**config.mk**
```make
export PLATFORM = sky130hd
export DESIGN_NAME = ce_serializer
export DESIGN_NICKNAME = d
export VERILOG_FILES = /design/src/rtl/ce_serializer.sv
export SDC_FILE = /design/constraint.sdc
export NUM_CORES = 1
export LEC_CHECK = 0
export BUFFER_PORTS_ARGS = -buffer_cell sky130_fd_sc_hd__buf_2
export CAP_MARGIN = 40
export CORE_MARGIN = 8
export CORE_UTILIZATION = 47
export DETAILED_ROUTE_END_ITERATION = 6
export PLACE_DENSITY_LB_ADDON = 0.15
export RECOVER_POWER = 25
export SYNTH_ARGS = -nofsm -noshare
export SYNTH_HDL_FRONTEND = slang
export SYNTH_SLANG_ARGS = --single-unit
```
**constraint.sdc**
```tcl
create_clock -name CK -period 2.04 [get_ports CK]
set_input_delay 0.408 -clock CK [delete_from_list [all_inputs] [get_ports CK]]
set_output_delay 0.408 -clock CK [all_outputs]
set_load 0.05 [all_outputs]
```
**src/rtl/ce_serializer.sv**
```systemverilog
// -----------------------------------------------------------------------------
// ce_serializer
//
// Transmit-side driver for a CE-qualified capture flop. A parallel word is
// accepted over a valid/ready handshake and shifted out one bit at a time on
// D. Every bit is held for DIV cycles. CE strobes for one cycle in the last
// cycle of each bit period, so a downstream flop clocked on CK and enabled by
// CE captures exactly one bit per strobe.
//
// Parameters:
//   WIDTH     bits per word (>= 1)
//   DIV       clock cycles per bit period (>= 2)
//   MSB_FIRST "TRUE": bit WIDTH-1 goes first, "FALSE": bit 0 goes first
//
// Ports:
//   CK       in   clock, rising edge
//   SR       in   synchronous active-high reset
//   data_in  in   word to send, sampled only on the accept edge
//   valid    in   producer has a word
//   ready    out  idle and able to accept a word
//   D        out  serial data, stable for the whole bit period
//   CE       out  one-cycle strobe in the last cycle of each bit period
//   busy     out  frame in progress
//   done     out  one-cycle pulse after the last bit period
//
// All outputs are registered.
// -----------------------------------------------------------------------------
module ce_serializer #(
   parameter int unsigned WIDTH     = 8,
   parameter int unsigned DIV       = 4,
   parameter string       MSB_FIRST = "TRUE"
) (
   input  logic             CK,
   input  logic             SR,
   input  logic [WIDTH-1:0] data_in,
   input  logic             valid,
   output logic             ready,
   output logic             D,
   output logic             CE,
   output logic             busy,
   output logic             done
);

   localparam int unsigned BIT_W = $clog2(WIDTH + 1);
   localparam int unsigned DIV_W = $clog2(DIV);
   localparam bit          LP_MSB = (MSB_FIRST == "TRUE");
   localparam logic [DIV_W-1:0] LP_DIV_LAST = DIV_W'(DIV - 1);
   localparam logic [BIT_W-1:0] LP_BIT_LAST = BIT_W'(WIDTH - 1);

   // Reject unusable configurations at elaboration time.
   generate
      if (DIV < 2) begin : g_bad_div
         $error("ce_serializer: DIV must be >= 2");
      end
      if (WIDTH < 1) begin : g_bad_width
         $error("ce_serializer: WIDTH must be >= 1");
      end
   endgenerate

   typedef enum logic [1:0] {
      StIdle,
      StShift,
      StDone
   } state_e;

   state_e           r_state;
   logic [WIDTH-1:0] r_shift;
   logic [DIV_W-1:0] r_div;
   logic [BIT_W-1:0] r_bit;
   logic             r_ready;
   logic             r_d;
   logic             r_ce;
   logic             r_busy;
   logic             r_done;

   logic             w_accept;
   logic             w_first_bit;
   logic [WIDTH-1:0] w_shift_nxt;
   logic             w_next_bit;
   logic             w_div_last;
   logic             w_bit_last;
   logic [DIV_W-1:0] w_div_inc;

   // A producer still holding valid during the DONE cycle is taken on the edge
   // that ends it, which spaces back-to-back frames by exactly one idle cycle.
   // In IDLE, ready must already be high (it is low for the first cycle after
   // reset).
   assign w_accept = valid && (((r_state == StIdle) && r_ready) || (r_state == StDone));

   // The bit about to be presented always sits at the outgoing end of the
   // shift register, so both orders share one shift-and-pick path.
   assign w_first_bit = LP_MSB ? data_in[WIDTH-1] : data_in[0];
   assign w_shift_nxt = LP_MSB ? (r_shift << 1) : (r_shift >> 1);
   assign w_next_bit  = LP_MSB ? w_shift_nxt[WIDTH-1] : w_shift_nxt[0];

   assign w_div_last = (r_div == LP_DIV_LAST);
   assign w_bit_last = (r_bit == LP_BIT_LAST);
   assign w_div_inc  = r_div + DIV_W'(1);

   always_ff @(posedge CK) begin
      if (SR) begin
         r_state <= StIdle;
         r_shift <= '0;
         r_div   <= '0;
         r_bit   <= '0;
         r_ready <= 1'b0;
         r_d     <= 1'b0;
         r_ce    <= 1'b0;
         r_busy  <= 1'b0;
         r_done  <= 1'b0;
      end else if (w_accept) begin
         r_state <= StShift;
         r_shift <= data_in;
         r_d     <= w_first_bit;
         r_div   <= '0;
         r_bit   <= '0;
         r_ce    <= 1'b0;
         r_busy  <= 1'b1;
         r_ready <= 1'b0;
         r_done  <= 1'b0;
      end else begin
         unique case (r_state)
            StIdle: begin
               r_ready <= 1'b1;
               r_done  <= 1'b0;
            end

            StShift: begin
               if (w_div_last) begin
                  // Edge closing a CE cycle: the current bit has been captured.
                  r_div <= '0;
                  r_ce  <= 1'b0;
                  if (w_bit_last) begin
                     r_state <= StDone;
                     r_busy  <= 1'b0;
                     r_d     <= 1'b0;
                     r_done  <= 1'b1;
                  end else begin
                     r_bit   <= r_bit + BIT_W'(1);
                     r_shift <= w_shift_nxt;
                     r_d     <= w_next_bit;
                  end
               end else begin
                  r_div <= w_div_inc;
                  // CE is registered, so raise it on the edge that enters the
                  // last cycle of the bit period.
                  r_ce  <= (w_div_inc == LP_DIV_LAST);
               end
            end

            StDone: begin
               r_done  <= 1'b0;
               r_ready <= 1'b1;
               r_state <= StIdle;
            end

            default: begin
               r_state <= StIdle;
               r_busy  <= 1'b0;
               r_ce    <= 1'b0;
               r_d     <= 1'b0;
               r_done  <= 1'b0;
               r_ready <= 1'b0;
            end
         endcase
      end
   end

   assign ready = r_ready;
   assign D     = r_d;
   assign CE    = r_ce;
   assign busy  = r_busy;
   assign done  = r_done;

endmodule

```
==> key figures <==
Cells and area
  – Layout area overhead: 13.9%
  – Fillers: 202
  – Multi-input logic area: roughly 500 um2
  – Seq. cell area: 400 um2
  – Fin nets: ~140
  – Commonest non-fill, non-tap cell in the layout: dfxtp_1
  – Final Non-Filler Cells: 151
  – # diodes: 0
  – Layout cells sized above 1: 20.2%
  – Utilization after layout: 55.6%
  – Leading cell types in the layout, fill and taps excluded: dfxtp_1 (20), a21oi_1 (17), nor3_1 (15)

Die
  – Initial core utilization: roughly 49%
  – Vert. Die Dim: 60.9 um
  – CORE AREA: 1940 um2
  – Rows: 16
  – # IOs: 16
  – Die ar.: roughly 3700 um2
  – Die Span X: a little over 60 um

Place
  – Gpl congestion: 0.768
  – Placed Cells: 147
  – Dpl hpwl: 1.56 mm
  – Port buffer count: 15

Drt
  – Vias: 859
  – Routed len/inst: approximately 14 um
  – Vias per inst: 5.69
  – Starting DRT DRC Count: 10
  – Total Routed Length: between 2 and 2.5 mm
  – DRC viols: 0
  – DRT Pass-1 Iters: 4
  – Number of nets with antenna violations after routing: 0

Clocking
  – H-tree Lvls: 1
  – Cts hold-fix bufs: 0
  – Post-CTS sizing: 0
  – Post-CTS Setup Repair Bufs: 0
  – Root Buffer: clkbuf_4
  – CTS tree: yes
  – CTS max path bufs: 2
  – CTS clk-pin slew, worst paths: around 0.11 ns
  – Worst skew pair latency: about 0.29 ns
  – CTS Buf Count: 3
  – Clock sink count: 20

Global route
  – Global-route wire length before repair: 3.76 mm
  – Total gr overflow: 0
  – Pin count of the biggest net entering global routing: 15
  – Initial antenna violation count: 0
  – Vias in the first global route: 850
  – GRT Util Overall: approximately an eighth

Hold path
  – Worst Hold Class: in2reg

Setup path
  – Worst path cell trace: ha_1 > nand3b_1 > or4_1 > a21oi_1
  – Slowest stage delay, CP: a little over 0.5 ns
  – CP max FO: 8
  – Worst Setup Start Kind: flip-flop
  – Critical path arrival: approximately 1.9 ns
  – CP top delay family: simple AND/OR/NAND/NOR gates
  – Critical Path Slowest Stage Cell: or4_1
  – Critical Path RT: 2.27 ns
  – Setup Crit Path Kind: reg2reg
  – Worst Path Buf+Inv: 0
  – CP Capture Type: flip-flop

Timing
  – FMAX: slightly below 0.6 GHz
  – Final Cycle Share: roughly 82%
  – Clk_skew: between 0.003 and 0.004 ns
  – Least-Margin Pin Slew: around 0.60 ns
  – Fin crit period: between 1.5 and 2 ns
  – # setup viols final: 0
  – Hold slack: 0.368 ns
  – RSZ-0062 raised after global routing: false
  – Sum of negative setup slack: 0 ns
  – Rel. slew slack: between 60% and 70%
  – Slew Viols, Final: 0
  – Hold Vio Cnt, Final: 0

Logic synthesis
  – Syn Inst Count: around 110
  – Syn avg cell area: 8.70 um2
  – Register bit total from synthesis: 20
  – Area leader, netlist: dfxtp_1
  – Seq/Total Area, Yosys: about 42%
  – Post-synth top area share: between 40 and 50%
  – Top post-synthesis cells by area: dfxtp_1 (42%), a21oi_1 (9.0%), nor3_1 (7.9%)
  – Synth cell types: 32
  – YS warnings: 0
  – Mapped Area: approximately 950 um2
  – Syn Nets: 123

Pwr
  – Maximum VDD drop: approximately 0.4 mV
  – Cell Int Power: about 0.57 mW
  – Sequential group share of total power: a little over half
  – Combinational Power Share: between 10% and 20%
  – Sw Ratio: 27.4%
  – Switch Pwr: roughly 0.21 mW
  – Pwr Density: between 700 and 800 nW/um2
  – Clock share of power: around 30%
  – Lkg Pwr: roughly 0.39 nW

Flow run
  – Max-Cap Viols: 0

Outcome
  – Status: finished clean
state kept, by name (all words and copies together) (netlist names):
signal / flops
r_state: 2
CE: 1
busy: 1
D: 1
ready: 1
r_div: 2
r_shift: 7
done: 1
r_bit: 4
synth_stat cells (all sizes together):
| library cell | count |
|---|---|
| a211oi | 1 |
| or3 | 3 |
| nor2 | 5 |
| buf | 6 |
| a32oi | 1 |
| and3b | 1 |
| o31ai | 1 |
| a2111oi | 6 |
| nor2b | 1 |
| nand4 | 1 |
| o21ai | 5 |
| inv | 4 |
| nand2b | 2 |
| nor3 | 15 |
| clkbuf | 1 |
| nand3b | 2 |
| a31oi | 1 |
| a221o | 1 |
| o221ai | 1 |
| nand4b | 1 |
| or4 | 1 |
| o21a | 1 |
| a21o | 1 |
| nand3 | 4 |
| a21oi | 17 |
| nand2 | 3 |
| ha | 3 |
| dfxtp | 20 |
final timing paths:
| kind | startpoint | depth (start not counted) | slack, ns | to |
|---|---|---|---|---|
| worst max-delay path | r_div[0] | 4 | 0.36 | r_bit[3] |
| worst min-delay path | data_in[0] | 3 | 0.37 | r_shift[0] |
| worst max register to register | r_div[0] | 4 | 0.36 | r_bit[3] |
| worst min register to register | r_div[0] | 2 | 0.49 | r_div[0] |
power by group through the flow:
stage	logic (mW)	registers [mW]	clock network [mW]
2_1_floorplan	0.0719	0.454	0
3_3_place_gp	0.123	0.435	0
3_5_place_dp	0.125	0.436	0
4_1_cts	0.125	0.427	0.236
5_1_grt	0.139	0.430	0.251
6_report	0.125	0.427	0.228
tightest hold or removal path, delay by kind of cell:
kind,cells,cell delay (ns)
buffers and inverters,1,0.09
AND/OR/NAND/NOR,1,0.06
AO/OA/AOI/OAI,1,0.06
layer usage:
metal	GRT usage (%)	routed length, um
met1	16.2	1120
met4	3.65	12
met5	0	0
met2	21.3	949
met3	3.81	79
kinds of logic after synthesis:
kind of cell               synth area share [%]
buffers and inverters                      5.14
adders and majority gates                  3.96
and+or+nand+nor                            22.6
AOI/OAI and AO/OA                          26.1
DFF                                        42.2
stage by stage:
stage          total power, mW  worst slack (ns)  area, um2
2_1_floorplan            0.526             0.533        948
3_3_place_gp             0.558             0.449       1050
3_5_place_dp             0.561             0.377       1050
4_1_cts                  0.789             0.350       1080
5_1_grt                  0.820             0.206       1080
6_report                 0.780             0.364       1080
layout make-up:
type | count | area share (%)
inverter | 4 | 1.39
multi-input combinational | 78 | 46.2
sequential | 20 | 37.1
clock buffer | 4 | 3.36
tap | 27 | 3.13
timing repair buffer | 18 | 8.81
Power figures use the tool's default switching activity.
